==> src/rtl/axis_hdr_pkg.sv <==
// Shared definitions for the header-insert arbiter: FSM encoding, bus defaults and
// the wrapping pointer helper.
package axis_hdr_pkg;

    localparam logic [1:0] ST_IDLE = 2'd0;
    localparam logic [1:0] ST_HDR  = 2'd1;
    localparam logic [1:0] ST_DATA = 2'd2;

    typedef enum logic [1:0] {
        StIdle = ST_IDLE,
        StHdr  = ST_HDR,
        StData = ST_DATA
    } state_e;

    localparam int unsigned DEF_DATA_WD = 32;
    localparam int unsigned DEF_NUM_SRC = 4;

    function automatic int unsigned wrap_inc(input int unsigned v, input int unsigned n);
        return (v + 32'd1 >= n) ? 32'd0 : v + 32'd1;
    endfunction

endpackage

==> src/rtl/axis_hdr_arbiter_if.sv <==
// Bundle of the per-source request buses and the two insert-block ports.
// master: the arbiter; slave: requesters plus insert block as seen from outside.
interface axis_hdr_arbiter_if import axis_hdr_pkg::*; #(
    parameter int unsigned DATA_WD      = DEF_DATA_WD,
    parameter int unsigned DATA_BYTE_WD = DATA_WD / 8,
    parameter int unsigned BYTE_CNT_WD  = $clog2(DATA_BYTE_WD),
    parameter int unsigned NUM_SRC      = DEF_NUM_SRC
);

    logic [NUM_SRC-1:0]              s_hdr_valid;
    logic [NUM_SRC*DATA_WD-1:0]      s_hdr_data;
    logic [NUM_SRC*DATA_BYTE_WD-1:0] s_hdr_keep;
    logic [NUM_SRC*BYTE_CNT_WD-1:0]  s_hdr_cnt;
    logic [NUM_SRC-1:0]              s_hdr_ready;

    logic [NUM_SRC-1:0]              s_valid;
    logic [NUM_SRC*DATA_WD-1:0]      s_data;
    logic [NUM_SRC*DATA_BYTE_WD-1:0] s_keep;
    logic [NUM_SRC-1:0]              s_last;
    logic [NUM_SRC-1:0]              s_ready;

    logic                            valid_insert;
    logic [DATA_WD-1:0]              data_insert;
    logic [DATA_BYTE_WD-1:0]         keep_insert;
    logic [BYTE_CNT_WD-1:0]          byte_insert_cnt;
    logic                            ready_insert;

    logic                            valid_in;
    logic [DATA_WD-1:0]              data_in;
    logic [DATA_BYTE_WD-1:0]         keep_in;
    logic                            last_in;
    logic                            ready_in;

    modport master (
        input  s_hdr_valid, s_hdr_data, s_hdr_keep, s_hdr_cnt,
        output s_hdr_ready,
        input  s_valid, s_data, s_keep, s_last,
        output s_ready,
        output valid_insert, data_insert, keep_insert, byte_insert_cnt,
        input  ready_insert,
        output valid_in, data_in, keep_in, last_in,
        input  ready_in
    );

    modport slave (
        output s_hdr_valid, s_hdr_data, s_hdr_keep, s_hdr_cnt,
        input  s_hdr_ready,
        output s_valid, s_data, s_keep, s_last,
        input  s_ready,
        input  valid_insert, data_insert, keep_insert, byte_insert_cnt,
        output ready_insert,
        input  valid_in, data_in, keep_in, last_in,
        output ready_in
    );

endinterface

==> src/rtl/axis_rr_pick.sv <==
// Combinational round-robin picker: first set request at or after ptr, ascending,
// wrapping modulo NUM_SRC.
module axis_rr_pick import axis_hdr_pkg::*; #(
    parameter int unsigned NUM_SRC = DEF_NUM_SRC,
    parameter int unsigned SRC_WD  = ($clog2(NUM_SRC) > 0 ? $clog2(NUM_SRC) : 1)
) (
    input  logic [NUM_SRC-1:0] req,
    input  logic [SRC_WD-1:0]  ptr,
    output logic [SRC_WD-1:0]  gnt_id,
    output logic               gnt_vld
);

    logic [SRC_WD-1:0] idx;

    always_comb begin
        gnt_id  = '0;
        gnt_vld = 1'b0;
        idx     = '0;
        for (int unsigned i = 0; i < NUM_SRC; i++) begin
            idx = SRC_WD'((32'(ptr) + i) % NUM_SRC);
            if (!gnt_vld && req[idx]) begin
                gnt_vld = 1'b1;
                gnt_id  = idx;
            end
        end
    end

endmodule

==> src/rtl/axis_hdr_arbiter.sv <==
// Packet-level scheduler in front of the header-insert block: grants one source,
// passes its header then its payload up to last. AXIS_HDR_ARB_PRIO_EN gives source 0
// strict priority over a round-robin among the rest.
module axis_hdr_arbiter import axis_hdr_pkg::*; #(
    parameter int unsigned DATA_WD      = DEF_DATA_WD,
    parameter int unsigned DATA_BYTE_WD = DATA_WD / 8,
    parameter int unsigned BYTE_CNT_WD  = $clog2(DATA_BYTE_WD),
    parameter int unsigned NUM_SRC      = DEF_NUM_SRC,
    parameter int unsigned SRC_WD       = ($clog2(NUM_SRC) > 0 ? $clog2(NUM_SRC) : 1)
) (
    input  logic                      clk,
    input  logic                      rst_n,
    axis_hdr_arbiter_if.master        bus,
    output logic                      busy,
    output logic [SRC_WD-1:0]         grant_id
);

    state_e            state_q, state_d;
    logic [SRC_WD-1:0] grant_q, grant_d;
    logic [SRC_WD-1:0] rr_ptr_q, rr_ptr_d;

    // Flattened buses split into per-source arrays so the grant can index them.
    logic [DATA_WD-1:0]      hdr_data_a [NUM_SRC];
    logic [DATA_BYTE_WD-1:0] hdr_keep_a [NUM_SRC];
    logic [BYTE_CNT_WD-1:0]  hdr_cnt_a  [NUM_SRC];
    logic [DATA_WD-1:0]      pay_data_a [NUM_SRC];
    logic [DATA_BYTE_WD-1:0] pay_keep_a [NUM_SRC];

    for (genvar i = 0; i < NUM_SRC; i++) begin : g_slice
        assign hdr_data_a[i] = bus.s_hdr_data[i*DATA_WD +: DATA_WD];
        assign hdr_keep_a[i] = bus.s_hdr_keep[i*DATA_BYTE_WD +: DATA_BYTE_WD];
        assign hdr_cnt_a[i]  = bus.s_hdr_cnt[i*BYTE_CNT_WD +: BYTE_CNT_WD];
        assign pay_data_a[i] = bus.s_data[i*DATA_WD +: DATA_WD];
        assign pay_keep_a[i] = bus.s_keep[i*DATA_BYTE_WD +: DATA_BYTE_WD];
    end

    logic [NUM_SRC-1:0] pick_req;
    logic [SRC_WD-1:0]  pick_id;
    logic               pick_vld;
    logic [SRC_WD-1:0]  win_id;
    logic               win_vld;
    logic [SRC_WD-1:0]  ptr_next;

    axis_rr_pick #(
        .NUM_SRC (NUM_SRC),
        .SRC_WD  (SRC_WD)
    ) u_pick (
        .req     (pick_req),
        .ptr     (rr_ptr_q),
        .gnt_id  (pick_id),
        .gnt_vld (pick_vld)
    );

`ifdef AXIS_HDR_ARB_PRIO_EN
    // Source 0 bypasses the picker; the picker only sees the remaining sources.
    assign pick_req = bus.s_hdr_valid & {{(NUM_SRC-1){1'b1}}, 1'b0};
    assign win_vld  = bus.s_hdr_valid[0] | pick_vld;
    assign win_id   = bus.s_hdr_valid[0] ? '0 : pick_id;
`else
    assign pick_req = bus.s_hdr_valid;
    assign win_vld  = pick_vld;
    assign win_id   = pick_id;
`endif

    assign ptr_next = SRC_WD'(wrap_inc(32'(grant_q), NUM_SRC));

    always_ff @(posedge clk or negedge rst_n) begin
        if (!rst_n) begin
            state_q  <= StIdle;
            grant_q  <= '0;
            rr_ptr_q <= '0;
        end else begin
            state_q  <= state_d;
            grant_q  <= grant_d;
            rr_ptr_q <= rr_ptr_d;
        end
    end

    always_comb begin
        state_d              = state_q;
        grant_d              = grant_q;
        rr_ptr_d             = rr_ptr_q;
        bus.s_hdr_ready      = '0;
        bus.s_ready          = '0;
        bus.valid_insert     = 1'b0;
        bus.data_insert      = '0;
        bus.keep_insert      = '0;
        bus.byte_insert_cnt  = '0;
        bus.valid_in         = 1'b0;
        bus.data_in          = '0;
        bus.keep_in          = '0;
        bus.last_in          = 1'b0;

        case (state_q)
            StIdle: begin
                if (win_vld) begin
                    grant_d = win_id;
                    state_d = StHdr;
                end
            end
            StHdr: begin
                bus.valid_insert         = bus.s_hdr_valid[grant_q];
                bus.data_insert          = hdr_data_a[grant_q];
                bus.keep_insert          = hdr_keep_a[grant_q];
                bus.byte_insert_cnt      = hdr_cnt_a[grant_q];
                bus.s_hdr_ready[grant_q] = bus.ready_insert;
                if (bus.s_hdr_valid[grant_q] && bus.ready_insert) begin
                    state_d = StData;
                end
            end
            StData: begin
                bus.valid_in         = bus.s_valid[grant_q];
                bus.data_in          = pay_data_a[grant_q];
                bus.keep_in          = pay_keep_a[grant_q];
                bus.last_in          = bus.s_last[grant_q];
                bus.s_ready[grant_q] = bus.ready_in;
                if (bus.s_valid[grant_q] && bus.ready_in && bus.s_last[grant_q]) begin
                    state_d = StIdle;
`ifdef AXIS_HDR_ARB_PRIO_EN
                    if (grant_q != '0) begin
                        rr_ptr_d = ptr_next;
                    end
`else
                    rr_ptr_d = ptr_next;
`endif
                end
            end
            default: state_d = StIdle;
        endcase
    end

    assign busy     = (state_q != StIdle);
    assign grant_id = grant_q;

endmodule

==> src/flat_wrapper.sv <==
// flat-port wrapper written by rule: the top's interface ports become plain ports
module axis_hdr_arbiter_flat import axis_hdr_pkg::*;
#(
    parameter int unsigned DATA_WD      = DEF_DATA_WD,
    parameter int unsigned DATA_BYTE_WD = DATA_WD / 8,
    parameter int unsigned BYTE_CNT_WD  = $clog2(DATA_BYTE_WD),
    parameter int unsigned NUM_SRC      = DEF_NUM_SRC,
    parameter int unsigned SRC_WD       = ($clog2(NUM_SRC) > 0 ? $clog2(NUM_SRC) : 1)
)
  (clk, rst_n, busy, grant_id, bus_s_hdr_valid, bus_s_hdr_data, bus_s_hdr_keep, bus_s_hdr_cnt, bus_s_hdr_ready, bus_s_valid, bus_s_data, bus_s_keep, bus_s_last, bus_s_ready, bus_valid_insert, bus_data_insert, bus_keep_insert, bus_byte_insert_cnt, bus_ready_insert, bus_valid_in, bus_data_in, bus_keep_in, bus_last_in, bus_ready_in);
  axis_hdr_arbiter_if #(.DATA_WD(DATA_WD), .DATA_BYTE_WD(DATA_BYTE_WD), .BYTE_CNT_WD(BYTE_CNT_WD), .NUM_SRC(NUM_SRC)) bus_i ();
  input  logic clk;
  input  logic rst_n;
  output logic busy;
  output logic [SRC_WD-1:0] grant_id;
  input wire logic [$bits(bus_i.s_hdr_valid)-1:0] bus_s_hdr_valid;
  input wire logic [$bits(bus_i.s_hdr_data)-1:0] bus_s_hdr_data;
  input wire logic [$bits(bus_i.s_hdr_keep)-1:0] bus_s_hdr_keep;
  input wire logic [$bits(bus_i.s_hdr_cnt)-1:0] bus_s_hdr_cnt;
  output wire logic [$bits(bus_i.s_hdr_ready)-1:0] bus_s_hdr_ready;
  input wire logic [$bits(bus_i.s_valid)-1:0] bus_s_valid;
  input wire logic [$bits(bus_i.s_data)-1:0] bus_s_data;
  input wire logic [$bits(bus_i.s_keep)-1:0] bus_s_keep;
  input wire logic [$bits(bus_i.s_last)-1:0] bus_s_last;
  output wire logic [$bits(bus_i.s_ready)-1:0] bus_s_ready;
  output wire logic [$bits(bus_i.valid_insert)-1:0] bus_valid_insert;
  output wire logic [$bits(bus_i.data_insert)-1:0] bus_data_insert;
  output wire logic [$bits(bus_i.keep_insert)-1:0] bus_keep_insert;
  output wire logic [$bits(bus_i.byte_insert_cnt)-1:0] bus_byte_insert_cnt;
  input wire logic [$bits(bus_i.ready_insert)-1:0] bus_ready_insert;
  output wire logic [$bits(bus_i.valid_in)-1:0] bus_valid_in;
  output wire logic [$bits(bus_i.data_in)-1:0] bus_data_in;
  output wire logic [$bits(bus_i.keep_in)-1:0] bus_keep_in;
  output wire logic [$bits(bus_i.last_in)-1:0] bus_last_in;
  input wire logic [$bits(bus_i.ready_in)-1:0] bus_ready_in;
  assign bus_i.s_hdr_valid = bus_s_hdr_valid;
  assign bus_i.s_hdr_data = bus_s_hdr_data;
  assign bus_i.s_hdr_keep = bus_s_hdr_keep;
  assign bus_i.s_hdr_cnt = bus_s_hdr_cnt;
  assign bus_s_hdr_ready = bus_i.s_hdr_ready;
  assign bus_i.s_valid = bus_s_valid;
  assign bus_i.s_data = bus_s_data;
  assign bus_i.s_keep = bus_s_keep;
  assign bus_i.s_last = bus_s_last;
  assign bus_s_ready = bus_i.s_ready;
  assign bus_valid_insert = bus_i.valid_insert;
  assign bus_data_insert = bus_i.data_insert;
  assign bus_keep_insert = bus_i.keep_insert;
  assign bus_byte_insert_cnt = bus_i.byte_insert_cnt;
  assign bus_i.ready_insert = bus_ready_insert;
  assign bus_valid_in = bus_i.valid_in;
  assign bus_data_in = bus_i.data_in;
  assign bus_keep_in = bus_i.keep_in;
  assign bus_last_in = bus_i.last_in;
  assign bus_i.ready_in = bus_ready_in;
  axis_hdr_arbiter #(.DATA_WD(DATA_WD), .DATA_BYTE_WD(DATA_BYTE_WD), .BYTE_CNT_WD(BYTE_CNT_WD), .NUM_SRC(NUM_SRC), .SRC_WD(SRC_WD)) u_core (.clk(clk), .rst_n(rst_n), .bus(bus_i), .busy(busy), .grant_id(grant_id));
endmodule
==> config.mk <==
export PLATFORM = sky130hd
export DESIGN_NAME = axis_hdr_arbiter_flat
export DESIGN_NICKNAME = d
export VERILOG_FILES = /design/src/rtl/axis_hdr_pkg.sv /design/src/rtl/axis_hdr_arbiter_if.sv /design/src/rtl/axis_rr_pick.sv /design/src/rtl/axis_hdr_arbiter.sv /design/src/flat_wrapper.sv
export SDC_FILE = /design/constraint.sdc
export NUM_CORES = 1
export LEC_CHECK = 0
export BUFFER_PORTS_ARGS = -buffer_cell sky130_fd_sc_hd__clkbuf_2
export CORE_AREA = 3 3 156 158
export CTS_CLUSTER_SIZE = 14
export DETAILED_ROUTE_END_ITERATION = 10
export DIE_AREA = 0 0 159 161
export HOLD_SLACK_MARGIN = 0.02
export PLACE_DENSITY = 0.49
export SYNTH_ARGS = -nofsm -noshare
export SYNTH_HDL_FRONTEND = slang
export SYNTH_SLANG_ARGS = --single-unit
==> constraint.sdc <==
create_clock -name clk -period 2 [get_ports clk]
set_clock_uncertainty 0.15 [all_clocks]
set_input_delay 0.6 -clock clk [delete_from_list [all_inputs] [get_ports clk]]
set_output_delay 0.6 -clock clk [all_outputs]
set_load 0.02 [all_outputs]
# Word-level counts from Yosys, hierarchy flattened
# Cells that the tools add are included.
# totals
input_bits,312
word_cells,92
output_inout_bits,88
regBits,6
# classes
bitwise_logic,3
muxes,54
n_reduce_logical,15
eq_ne,5
add_sub_neg,4
n_lt_le_gt_ge,8
# ops
operator,count
$mux 32,6
$bmux 32 s2,2
$mux 4,8
$mux 2,11
$bmux 4 s2,2
$lt 2x3->1 const B,5
$mux 1,15
$bmux 1 s2,7
$and 4x4->4,2
$logic_and 1x1->1,7
$ge 3x3->1 const B,2
$ne 2x1->1 const B,3
$pmux 2 s3,1
$add 2x2->2 const B,2
$bmux 2 s2,1
$reduce_and 2->1,2
$add 2x1->3 const B,1
$logic_not 1->1,3
$not 2->3,1
$reduce_and 3->1,1
$add 2x1->2 const B,1
$demux 1 s2,1
$eq 2x1->1 const B,1
$eq 2x2->1 const B,1
3 further kinds,3

# Depth between registers and ports, before layout
# Gate-level depths: netlist (run 1).
# depth
word_depth,14
ltp_mapped,6
mapped_depth_nobuf,4

# Cells and area by module
# A second synthesis (run 1) with hierarchy kept.
# hier_totals
hier_cells,230
hier_area_um2,2806.4
# by_module_without_submodules
mod,seq_area_each_um2,area_per_inst_um2,instances,cells_per_inst
axis_hdr_arbiter,150.1,2728.9,1,215
axis_rr_pick,0.0,77.6,1,15

# Least setup slack after synthesis (run 1)
# Ideal clock, no wire load.
# synth_timing
path_type,register to output
from,"register u_core.grant_q[0], in the netlist u_core.grant_id[0]"
to,output port bus_data_in[17]
setup_slack_ns,-0.464
t_required_ns,1.250
path_buffers,3
path_stages_with_launch,6
t_arrival_ns,1.714
cell_sequence,dfrtp_1 buf_6 buf_6 buf_6 mux4_2 and2_1
# synth_via
elab_chain_cells,5
# synth_rtl
item,line,text
"start, declared",axis_hdr_arbiter.sv:19,"logic [SRC_WD-1:0] grant_q, grant_d;"
"start signal, assigned",axis_hdr_arbiter.sv:74,grant_q <= grant_d;
$not 2->3 (implied by the code),axis_hdr_arbiter.sv:113,bus.data_in = pay_data_a[grant_q];
$bmux 32 s2,axis_hdr_arbiter.sv:113,
$mux 32 (implied by the code) (2 in a row),axis_hdr_arbiter.sv:113,
$mux 32,axis_hdr_arbiter.sv:94,case (state_q)
"end, declared",flat_wrapper.sv:32,output wire logic [$bits(bus_i.data_in)-1:0] bus_data_in;
# Every way passes these cells. The select of a mux whose other input is x is not followed.

# Worst setup path after layout (run 1)
# layout_timing
from,"register u_core.grant_q[0], in the netlist u_core.grant_id[0]"
to,output port bus_keep_insert[1]
# layout_via
elab_chain_cells,5
# layout_rtl
item,line,text
$not 2->3 (implied by the code),axis_hdr_arbiter.sv:104,bus.keep_insert = hdr_keep_a[grant_q];
$bmux 4 s2,axis_hdr_arbiter.sv:104,
$mux 4 (implied by the code) (2 in a row),axis_hdr_arbiter.sv:104,
$mux 4,axis_hdr_arbiter.sv:94,
"end, declared",flat_wrapper.sv:28,output wire logic [$bits(bus_i.keep_insert)-1:0] bus_keep_insert;
# Every way passes these cells. The select of a mux whose other input is x is not followed.

==> out/qor.yml, run 1 <==
timing:
  grt_setup_unrepaired: "yes"
  fin_crit_sh_pct: 130
  timing.final.ws_setup_ns: -0.594
  hold_viol: 0
  max_freq_ghz: 0.385
  worstMarginPinSlew_ns: 0.350
  finalCriticalPeriod_ns: 2.59
  whs_ns: 0.0508
  setup_viol: 87
  relSlewSlack_pct: 76.4
  maxSlewViolCount: 0
final_layout:
  nets: 971
  num_antenna_cells: 0
  multiInputGateArea_um2: 2670
  layout.cells.non_filler: 972
  layout_common_cells: "clkbuf_2, mux4_2, and2_1, buf_4, and2_4"
  area_growth_syn_to_layout_pct: 110
  fillers: 2540
  drive_gt1_share_pct: 88.4
  postLayoutCellArea_um2: 5860
  layout_commonest_cell: "clkbuf_2"
  seq_area_um2: 158
drt:
  viasPerCell: 4.00
  dr.pass1.iters: 4
  ant_nets: 0
  num_vias: 3884
  post-route-drc-count: 0
  wire_per_inst_um: 16.1
  first_iter_violations: 126
  routed_wirelength_um: 15700
cts:
  clkSlewWorstSetupHoldPaths_ns: 0.03
  clockBufferDepth: 2
  cts_root_buffer: "clkbuf_16"
  htree_num_levels: 1
  cts_tree: "yes"
  insertion_delay_ns: 0.23
  cts_sinks: 6
  numCtsBuffers: 3
power:
  comb_power_share_pct: 90.7
  powerDensity_nw_per_um2: 1070
  power_frac_clock_pct: 5.2
  power.switching_w: 0.00280
  p_leak_nw: 2.96
  p_int_w: 0.00346
  switching_share_pct: 44.7
  ir_drop_v: 0.000482
  power_frac_seq_pct: 4.1
global_route:
  antenna_found_initial: 2
  grt_max_degree: 44
  grtUsageTotal_pct: 11.5
  grt_first_pass_wirelength_um: 23500
  grt_overflow_total: 0
  grt_pass1_vias: 4193
worst_setup_path:
  required_ns: 1.25
  cp_num_buf_inv: 3
  path_max_fanout: 16
  crit_top_cell: "buf_12"
  cp-end-kind: "primary output"
  crit_slowest_cell: "mux4_2"
  critPathMaxStageDelay_ns: 0.52
  start_kind: "flip-flop"
  crit_chain: "buf_12, buf_12, mux4_2, and2_1, clkbuf_2"
  critPathKind: "reg2out"
  critical-path-top-delay-family: "multiplexers"
  arrival_ns: 1.84
  r2r_slack_ns: -0.21
place:
  port_buffers: 399
  dpl_cell_area_um2: 5590
  dp_hpwl_um: 14300
  routabilityCongestion: 0.906
  place_inst: 962
floorplanning:
  die_area_um2: 25600
  ios: 400
  fp.dieH_um: 161
  initial_core_util_pct: 12.0
  coreArea_um2: 23300
  placementRows: 56
  die_width_um: 159
worst_hold_path:
  hold_class: "in2async"
synthesis:
  seq_area_frac_synth_pct: 5.37
  syn_nets: 547
  ys_warn_count: 0
  synthCells: 231
  syn_area_um2: 2800
  synth_seq_cells: 6
  syn_avg_cell_area_um2: 12.1
  synth_cell_types: 23
run_status:
  status: "finished, violations left"
  violations: "setup timing"
flow_run:
  maxCapViolCount: 0
per-stage QoR:
stage               TNS [ns]  total power (W)  util (%)  setup slack, ns
global route          -50.54          0.00673      25.2           -0.655
global placement      -25.88          0.00569      24.0           -0.354
floorplan             -20.56          0.00388         -           -0.300
finish                -44.86          0.00626      25.2           -0.594
detailed placement    -27.02          0.00571      24.0           -0.387
CTS                   -46.33          0.00621      24.9           -0.602
cells in the mapped netlist:
cell type / number / area share, %
mux4_2: 77 / 62
buf_2: 10 / 1.8
ha_1: 4 / 1.8
inv_1: 4 / 0.54
and2_4: 1 / 0.31
o21a_1: 1 / 0.27
a21oi_1: 3 / 0.54
buf_6: 4 / 1.6
nand2_1: 7 / 0.94
nor2_1: 4 / 0.54
o22ai_1: 1 / 0.22
nand2b_1: 1 / 0.22
mux2i_1: 1 / 0.36
o21ai_0: 1 / 0.18
and3_1: 8 / 1.8
nor2b_1: 2 / 0.45
o41ai_1: 2 / 0.63
dfrtp_1: 6 / 5.4
clkbuf_1: 13 / 1.7
nand3_2: 1 / 0.36
a32o_1: 1 / 0.36
and2_1: 77 / 17
mux2_1: 2 / 0.80
metal layers:
layer  share of wire (%)  vias up  track usage, %
met5                0.17        -               0
met4                 1.3        4            2.11
li1                    -     1771               -
met1                  36     1820            12.7
met2                  52      273            21.7
met3                  10       16            3.51
state kept, by name, summed over array words and instances (netlist names):
signal / cells
u_core.grant_id: 2
u_core.state_q: 2
u_core.rr_ptr_q: 2
power groups by stage:
stage	Combinational (W)	Sequential, W	Clock, W
2_1_floorplan	0.00363	0.000246	0
3_3_place_gp	0.00543	0.000260	0
3_5_place_dp	0.00545	0.000262	0
4_1_cts	0.00562	0.000262	0.000331
5_1_grt	0.00611	0.000273	0.000343
6_report	0.00568	0.000259	0.000323
logic make-up (layout without fill, tap and decap cells):
logic type               count (synthesis)  in the layout  share of synthesized area, %
AO/OA/AOI/OAI                            9              9                          2.19
buffers and inverters                   31            453                          5.68
multiplexers                            80             80                          63.1
AND/OR/NAND/NOR                        101            101                          21.8
adder cells (fa/ha/maj)                  4              4                          1.79
flip-flops                               6              6                          5.37
path summary, 6_finish.rpt:
path | from | end | depth (start not counted)
worst max-delay path | u_core.grant_id[0] | bus_keep_insert[1] | 5
worst min-delay path | rst_n | u_core.grant_id[1] | 1
worst max register to register | u_core.grant_id[0] | u_core.rr_ptr_q[1] | 7
worst min register to register | u_core.rr_ptr_q[0] | u_core.rr_ptr_q[0] | 1
max in group asynchronous | rst_n | u_core.grant_id[0] | 1
min in group clk | u_core.rr_ptr_q[0] | u_core.rr_ptr_q[0] | 1
area by class of cell:
type / instances / share of cell area (%)
clock buffer: 3 / 1.28
inverter: 4 / 0.299
multi-input combinational: 194 / 45.5
sequential: 6 / 2.69
tap: 319 / 6.81
timing repair buffer: 446 / 43.4
repair_timing:
item / CTS / global route
gates resized for setup: 23 / 45
hold buffers: 0 / 0
buffers inserted: 5 / 2
endpoints found under the setup margin: 87 / 88
(Power assumes the default switching activity.)
==> inputs of run 2 (changes only) <==
Settings changed: CORE_AREA 3 3 156 158 to 3 3 153 155, DIE_AREA 0 0 159 161 to 0 0 156 158.
Clock period 2 ns to 2.77 ns, I/O delays scaled along.
==> run 2 against run 1 <==
Against the previous run:
- the run still ends with setup timing left
- sequential cell count is the same
- utilization grew 0.083 points
- global-route usage shrank 0.063 points
- first-iteration DRC count shrank 6.3%
- via count shrank 1.7%
- total power shrank 33%
- routed wire length shrank 0.49%
- sequential share of layout area grew 0.15 points
- worst hold slack gained 0.23 ns
- critical path depth is the same
- register-to-register slack gained 0.72 ns
- clock power shrank 30%
- critical path type unchanged
- largest cell class unchanged
==> out/qor.yml, run 2 (same netlist as run 1, synthesis figures left out) <==
run_status:
  status: "finished, violations left"
  violations: "setup timing"
cts:
  insertion_delay_ns: 0.22  # about the same
  clkSlewWorstSetupHoldPaths_ns: 0.03  # about the same
  cts_tree: "yes"
  clockBufferDepth: 2  # unchanged
  htree_num_levels: 1  # unchanged
  cts_root_buffer: "clkbuf_16"
  numCtsBuffers: 3  # unchanged
  cts_sinks: 6  # unchanged
global_route:
  grtUsageTotal_pct: 11.4  # -0.063 points
  grt_overflow_total: 0  # unchanged
  grt_pass1_vias: 4096  # -2.3%
  grt_first_pass_wirelength_um: 22000  # -6.2%
  grt_max_degree: 44  # unchanged
  antenna_found_initial: 1  # -1
drt:
  post-route-drc-count: 0  # unchanged
  ant_nets: 0  # unchanged
  viasPerCell: 4.15  # +3.8%
  first_iter_violations: 118  # -6.3%
  routed_wirelength_um: 15600  # -0.49%
  dr.pass1.iters: 4  # unchanged
  num_vias: 3817  # -1.7%
  wire_per_inst_um: 16.9  # +5.1%
final_layout:
  layout_commonest_cell: "clkbuf_2"
  fillers: 2414  # -5.0%
  layout_common_cells: "clkbuf_2, mux4_2, and2_1, buf_2, buf_4"
  fin_util_pct: 25.3  # +0.083 points
  drive_gt1_share_pct: 81.9  # -6.5 points
  num_antenna_cells: 0  # unchanged
  nets: 958  # -1.3%
  area_growth_syn_to_layout_pct: 98.4
  multiInputGateArea_um2: 2510  # -6.1%
  layout.cells.non_filler: 920  # -5.3%
  seq_area_um2: 158  # unchanged
timing:
  setup_viol: 21  # -76%
  maxSlewViolCount: 0  # unchanged
  finalCriticalPeriod_ns: 2.81
  fin_crit_sh_pct: 102
  hold_viol: 0  # unchanged
  grt_setup_unrepaired: "yes"
  relSlewSlack_pct: 79.8  # +3.4 points
  worstMarginPinSlew_ns: 0.299  # -0.0509 ns
  whs_ns: 0.279  # +0.228 ns
  max_freq_ghz: 0.356
  timing.final.ws_setup_ns: -0.0423  # +0.552 ns
worst_setup_path:
  start_kind: "flip-flop"
  arrival_ns: 1.83  # about the same
  required_ns: 1.79  # +0.54 ns
  cp-end-kind: "primary output"
  critPathKind: "reg2out"
  path_max_fanout: 10  # -6
flow_run:
  maxCapViolCount: 0  # unchanged
power:
  p_leak_nw: 2.86  # -3.4%
  power.switching_w: 0.00192  # -31%
  ir_drop_v: 0.000346  # -28%
  switching_share_pct: 45.7  # +1.0 points
  powerDensity_nw_per_um2: 756  # -29%
  comb_power_share_pct: 90.3  # -0.4 points
  p_total_w: 0.00420  # -33%
  p_int_w: 0.00228  # -34%
  power_frac_clock_pct: 5.4  # +0.2 points
  power_frac_seq_pct: 4.3  # +0.2 points
place:
  routabilityCongestion: 0.840  # -7.3%
  place_inst: 909  # -5.5%
  dp_hpwl_um: 14100  # -1.4%
  port_buffers: 399  # unchanged
worst_hold_path:
  hold_class: "in2async"
floorplanning:
  initial_core_util_pct: 12.7  # +0.71 points
  die_width_um: 156  # -1.9%
  ios: 400  # unchanged
  coreArea_um2: 22000  # -5.6%
  fp.dieH_um: 158  # -1.9%
  placementRows: 54  # -3.6%
  die_area_um2: 24600  # -3.7%
[run 2: routing by layer]
| layer | global-route usage, % | share of wire [%] | up-vias |
|---|---|---|---|
| met2 | 23.3 | 54 | 240 |
| met3 | 2.95 | 10 | 10 |
| li1 | - | - | 1745 |
| met5 | 0 | 0.083 | - |
| met1 | 11.8 | 34 | 1820 |
| met4 | 1.39 | 1.0 | 2 |
[run 2: cell type report]
class | count | area share (%)
clock buffers | 3 | 1.35
multi-input cells | 194 | 45.1
repair buffers | 433 | 44.1
flip-flops and latches | 6 | 2.84
inverters | 4 | 0.270
well taps | 280 | 6.31
[run 2: what timing repair did]
action / in CTS / in global routing
gates resized for setup: 5 / 53
endpoints found under the setup margin: 66 / 75
gates cloned: 0 / 1
buffers inserted: 5 / 2
pin swaps: 0 / 0
hold buffers: 0 / 0
[run 2: path summary, 6_finish.rpt]
kind                       depth (start not counted)            endpoint  slack (ns)                from
max                                                5      bus_data_in[1]       -0.04  u_core.grant_id[0]
min                                                1  u_core.rr_ptr_q[0]        0.28               rst_n
max reg2reg                                        7  u_core.rr_ptr_q[0]        0.51  u_core.grant_id[0]
min reg2reg                                        1  u_core.rr_ptr_q[0]        0.38  u_core.rr_ptr_q[0]
max in group asynchronous                          1  u_core.grant_id[1]        2.02               rst_n
min in group clk                                   1  u_core.rr_ptr_q[0]        0.38  u_core.rr_ptr_q[0]
[run 2: worst max-delay path, stage by stage (launching register included)]
cell,delay [ns]
dfrtp_4,0.44
buf_12,0.15
buf_12,0.15
mux4_2,0.52
and2_1,0.18
buf_2,0.15
[run 2: stage by stage]
stage | setup WS, ns | setup TNS, ns | instance area (µm²)
after floorplan | 0.0754 | 0 | 2800
after global placement | 0.0171 | 0 | 5310
after detailed placement | -0.00316 | -0.00316 | 5310
after CTS | -0.0647 | -1.40 | 5440
after global routing | -0.101 | -3.96 | 5550
final | -0.0423 | -0.370 | 5550
[run 2: power by group through the flow]
stage               Clock, W  Combinational (W)  Sequential [W]
finish              0.000226            0.00379        0.000181
global route        0.000237            0.00410        0.000187
CTS                 0.000231            0.00375        0.000182
detailed placement         0            0.00367        0.000182
global placement           0            0.00366        0.000181
floorplan                  0            0.00238        0.000171
==> inputs of run 3 (changes only) <==
Settings changed: CORE_AREA 3 3 153 155 to 3 3 155 157, DIE_AREA 0 0 156 158 to 0 0 158 160, PLACE_DENSITY 0.49 to default.
==> run 3 against run 2 <==
Against the previous run:
- the flow still finishes with violations (setup timing)
- highest routed layer unchanged
- worst hold slack got worse by 0.0096 ns
- fmax decreased by 0.71%
- die area grew 2.6%
- worst setup slack got worse by 0.020 ns
- total power rose by 9.7%
- utilization grew 0.34 points
- cell area increased by 4.5%
==> out/qor.yml, run 3 (same netlist as run 1, synthesis figures left out) <==
global_route:
  grt_pass1_vias: 4257  # +3.9%
  antenna_found_initial: 1  # unchanged
  grt_overflow_total: 0  # unchanged
  grt_max_degree: 46  # +4.5%
  grt_first_pass_wirelength_um: 23500  # +6.7%
  grtUsageTotal_pct: 12.2  # +0.85 points
final_layout:
  layout_commonest_cell: "clkbuf_2"
  drive_gt1_share_pct: 84.5  # +2.7 points
  area_growth_syn_to_layout_pct: 107
  num_antenna_cells: 0  # unchanged
  layout_common_cells: "clkbuf_2, mux4_2, and2_1, buf_2, buf_4"
  nets: 964  # +0.63%
  fillers: 2408  # -0.25%
worst_setup_path:
  r2r-start: "u_core.grant_id[0]"
  cp-end-kind: "primary output"
  start_kind: "flip-flop"
  critPathKind: "reg2out"
  crit_chain: "buf_12, buf_16, mux4_2, and2_1, buf_2"
  arrival_ns: 1.85  # +0.02 ns
  cp_num_buf_inv: 3  # unchanged
  path_max_fanout: 12  # +2
  crit_slowest_cell: "mux4_2"
  required_ns: 1.79  # about the same
  critical-path-top-delay-family: "multiplexers"
  r2r_slack_ns: 0.55  # +0.04 ns
  critPathMaxStageDelay_ns: 0.51  # about the same
  critical_path.startpoint: "u_core.grant_id[0]"
cts:
  cts_sinks: 6  # unchanged
  htree_num_levels: 1  # unchanged
  cts_root_buffer: "clkbuf_16"
  clockBufferDepth: 2  # unchanged
  clkSlewWorstSetupHoldPaths_ns: 0.04  # about the same
  insertion_delay_ns: 0.23  # about the same
  numCtsBuffers: 3  # unchanged
  cts_tree: "yes"
drt:
  viasPerCell: 4.24  # +2.1%
  wire_per_inst_um: 18.4  # +8.5%
  routed_wirelength_um: 17100  # +9.9%
  ant_nets: 0  # unchanged
  dr.pass1.iters: 6  # +2
  first_iter_violations: 115  # -2.5%
  num_vias: 3948  # +3.4%
  post-route-drc-count: 0  # unchanged
timing:
  grt_setup_unrepaired: "yes"
  worstMarginPinSlew_ns: 0.263  # -0.0355 ns
  hold_viol: 0  # unchanged
  timing.final.ws_setup_ns: -0.0624  # -0.0201 ns
  maxSlewViolCount: 0  # unchanged
  setup_viol: 56  # +170%
  finalCriticalPeriod_ns: 2.83  # +0.0201 ns
  relSlewSlack_pct: 82.2  # +2.4 points
  fin_crit_sh_pct: 102  # +0.73 points
  max_freq_ghz: 0.353  # -0.71%
power:
  p_leak_nw: 2.95  # +3.3%
  powerDensity_nw_per_um2: 794  # +5.0%
  power.switching_w: 0.00208  # +8.4%
  power_frac_seq_pct: 4.2  # about the same
  ir_drop_v: 0.000535  # +55%
  p_total_w: 0.00461  # +9.7%
  switching_share_pct: 45.2  # -0.57 points
  p_int_w: 0.00253  # +11%
  power_frac_clock_pct: 5.3  # about the same
  comb_power_share_pct: 90.5  # +0.2 points
floorplanning:
  die_width_um: 158  # +1.3%
  fp.dieH_um: 160  # +1.3%
  initial_core_util_pct: 12.4  # -0.38 points
  placementRows: 55  # +1.9%
  ios: 400  # unchanged
  die_area_um2: 25300  # +2.6%
  coreArea_um2: 22600  # +3.1%
run_status:
  status: "finished, violations left"
  violations: "setup timing"
place:
  pre_cts_slack_ns: 0.00958  # +0.0127 ns
  dp_hpwl_um: 14800  # +5.1%
  port_buffers: 399  # unchanged
  routabilityCongestion: 0.876  # +4.4%
flow_run:
  maxCapViolCount: 0  # unchanged
worst_hold_path:
  hold_class: "in2async"
## run 3: power by group through the flow
stage | combinational, W | sequential (W) | clock, W
floorplan | 0.00238 | 0.000171 | 0
global placement | 0.00369 | 0.000187 | 0
detailed placement | 0.00371 | 0.000189 | 0
CTS | 0.00390 | 0.000193 | 0.000252
global route | 0.00447 | 0.000198 | 0.000257
finish | 0.00417 | 0.000192 | 0.000246
## run 3: worst paths after layout
check	to	depth (start not counted)
max	bus_data_insert[21]	5
min	u_core.grant_id[1]	1
max reg2reg	u_core.rr_ptr_q[1]	7
min reg2reg	u_core.rr_ptr_q[0]	1
max in group asynchronous	u_core.grant_id[0]	1
min in group clk	u_core.rr_ptr_q[0]	1
## run 3: final cells by class
type	count	area, µm²	area share [%]
multi-input combinational	194	2570	44.3
inverter	4	17.5	0.302
tap	285	357	6.15
clock buffer	4	78.8	1.36
sequential	6	158	2.72
timing repair buffer	439	2620	45.1
## run 3: repair_timing
item / CTS / global route
pin swaps: 1 / 1
hold buffers: 0 / 0
buffers inserted: 5 / 2
resized for setup: 20 / 112
cloned: 1 / 2
endpoints found under the setup margin: 60 / 80
## run 3: worst register-to-register path: cells and delay by family (launching register included)
kind | cells | cell delay (ns)
multiplexers | 2 | 0.75
flip-flops | 1 | 0.51
buffers and inverters | 3 | 0.44
AND/OR/NAND/NOR | 2 | 0.24
## run 3: per-layer routing
metal  up-vias  global-route usage (%)  routed length [µm]
met1      1896                    12.3                5580
li1       1759                       -                   -
met4         2                    3.21                 331
met3        19                    2.36                1620
met5         -                       0                  13
met2       272                    25.0                9570
## run 3: through the flow
step | cell area [µm²] | utilization, % | instances | hold WS [ns] | TNS, ns
after floorplan | 2800 | - | 231 | 0.338 | 0
after global placement | 5330 | 23.5 | 918 | 0.404 | -0.0214
after detailed placement | 5330 | 23.5 | 918 | 0.404 | 0
after CTS | 5550 | 24.5 | 928 | 0.271 | -2.98
after global routing | 5800 | 25.6 | 932 | 0.275 | -5.26
final | 5800 | 25.6 | 932 | 0.269 | -1.46
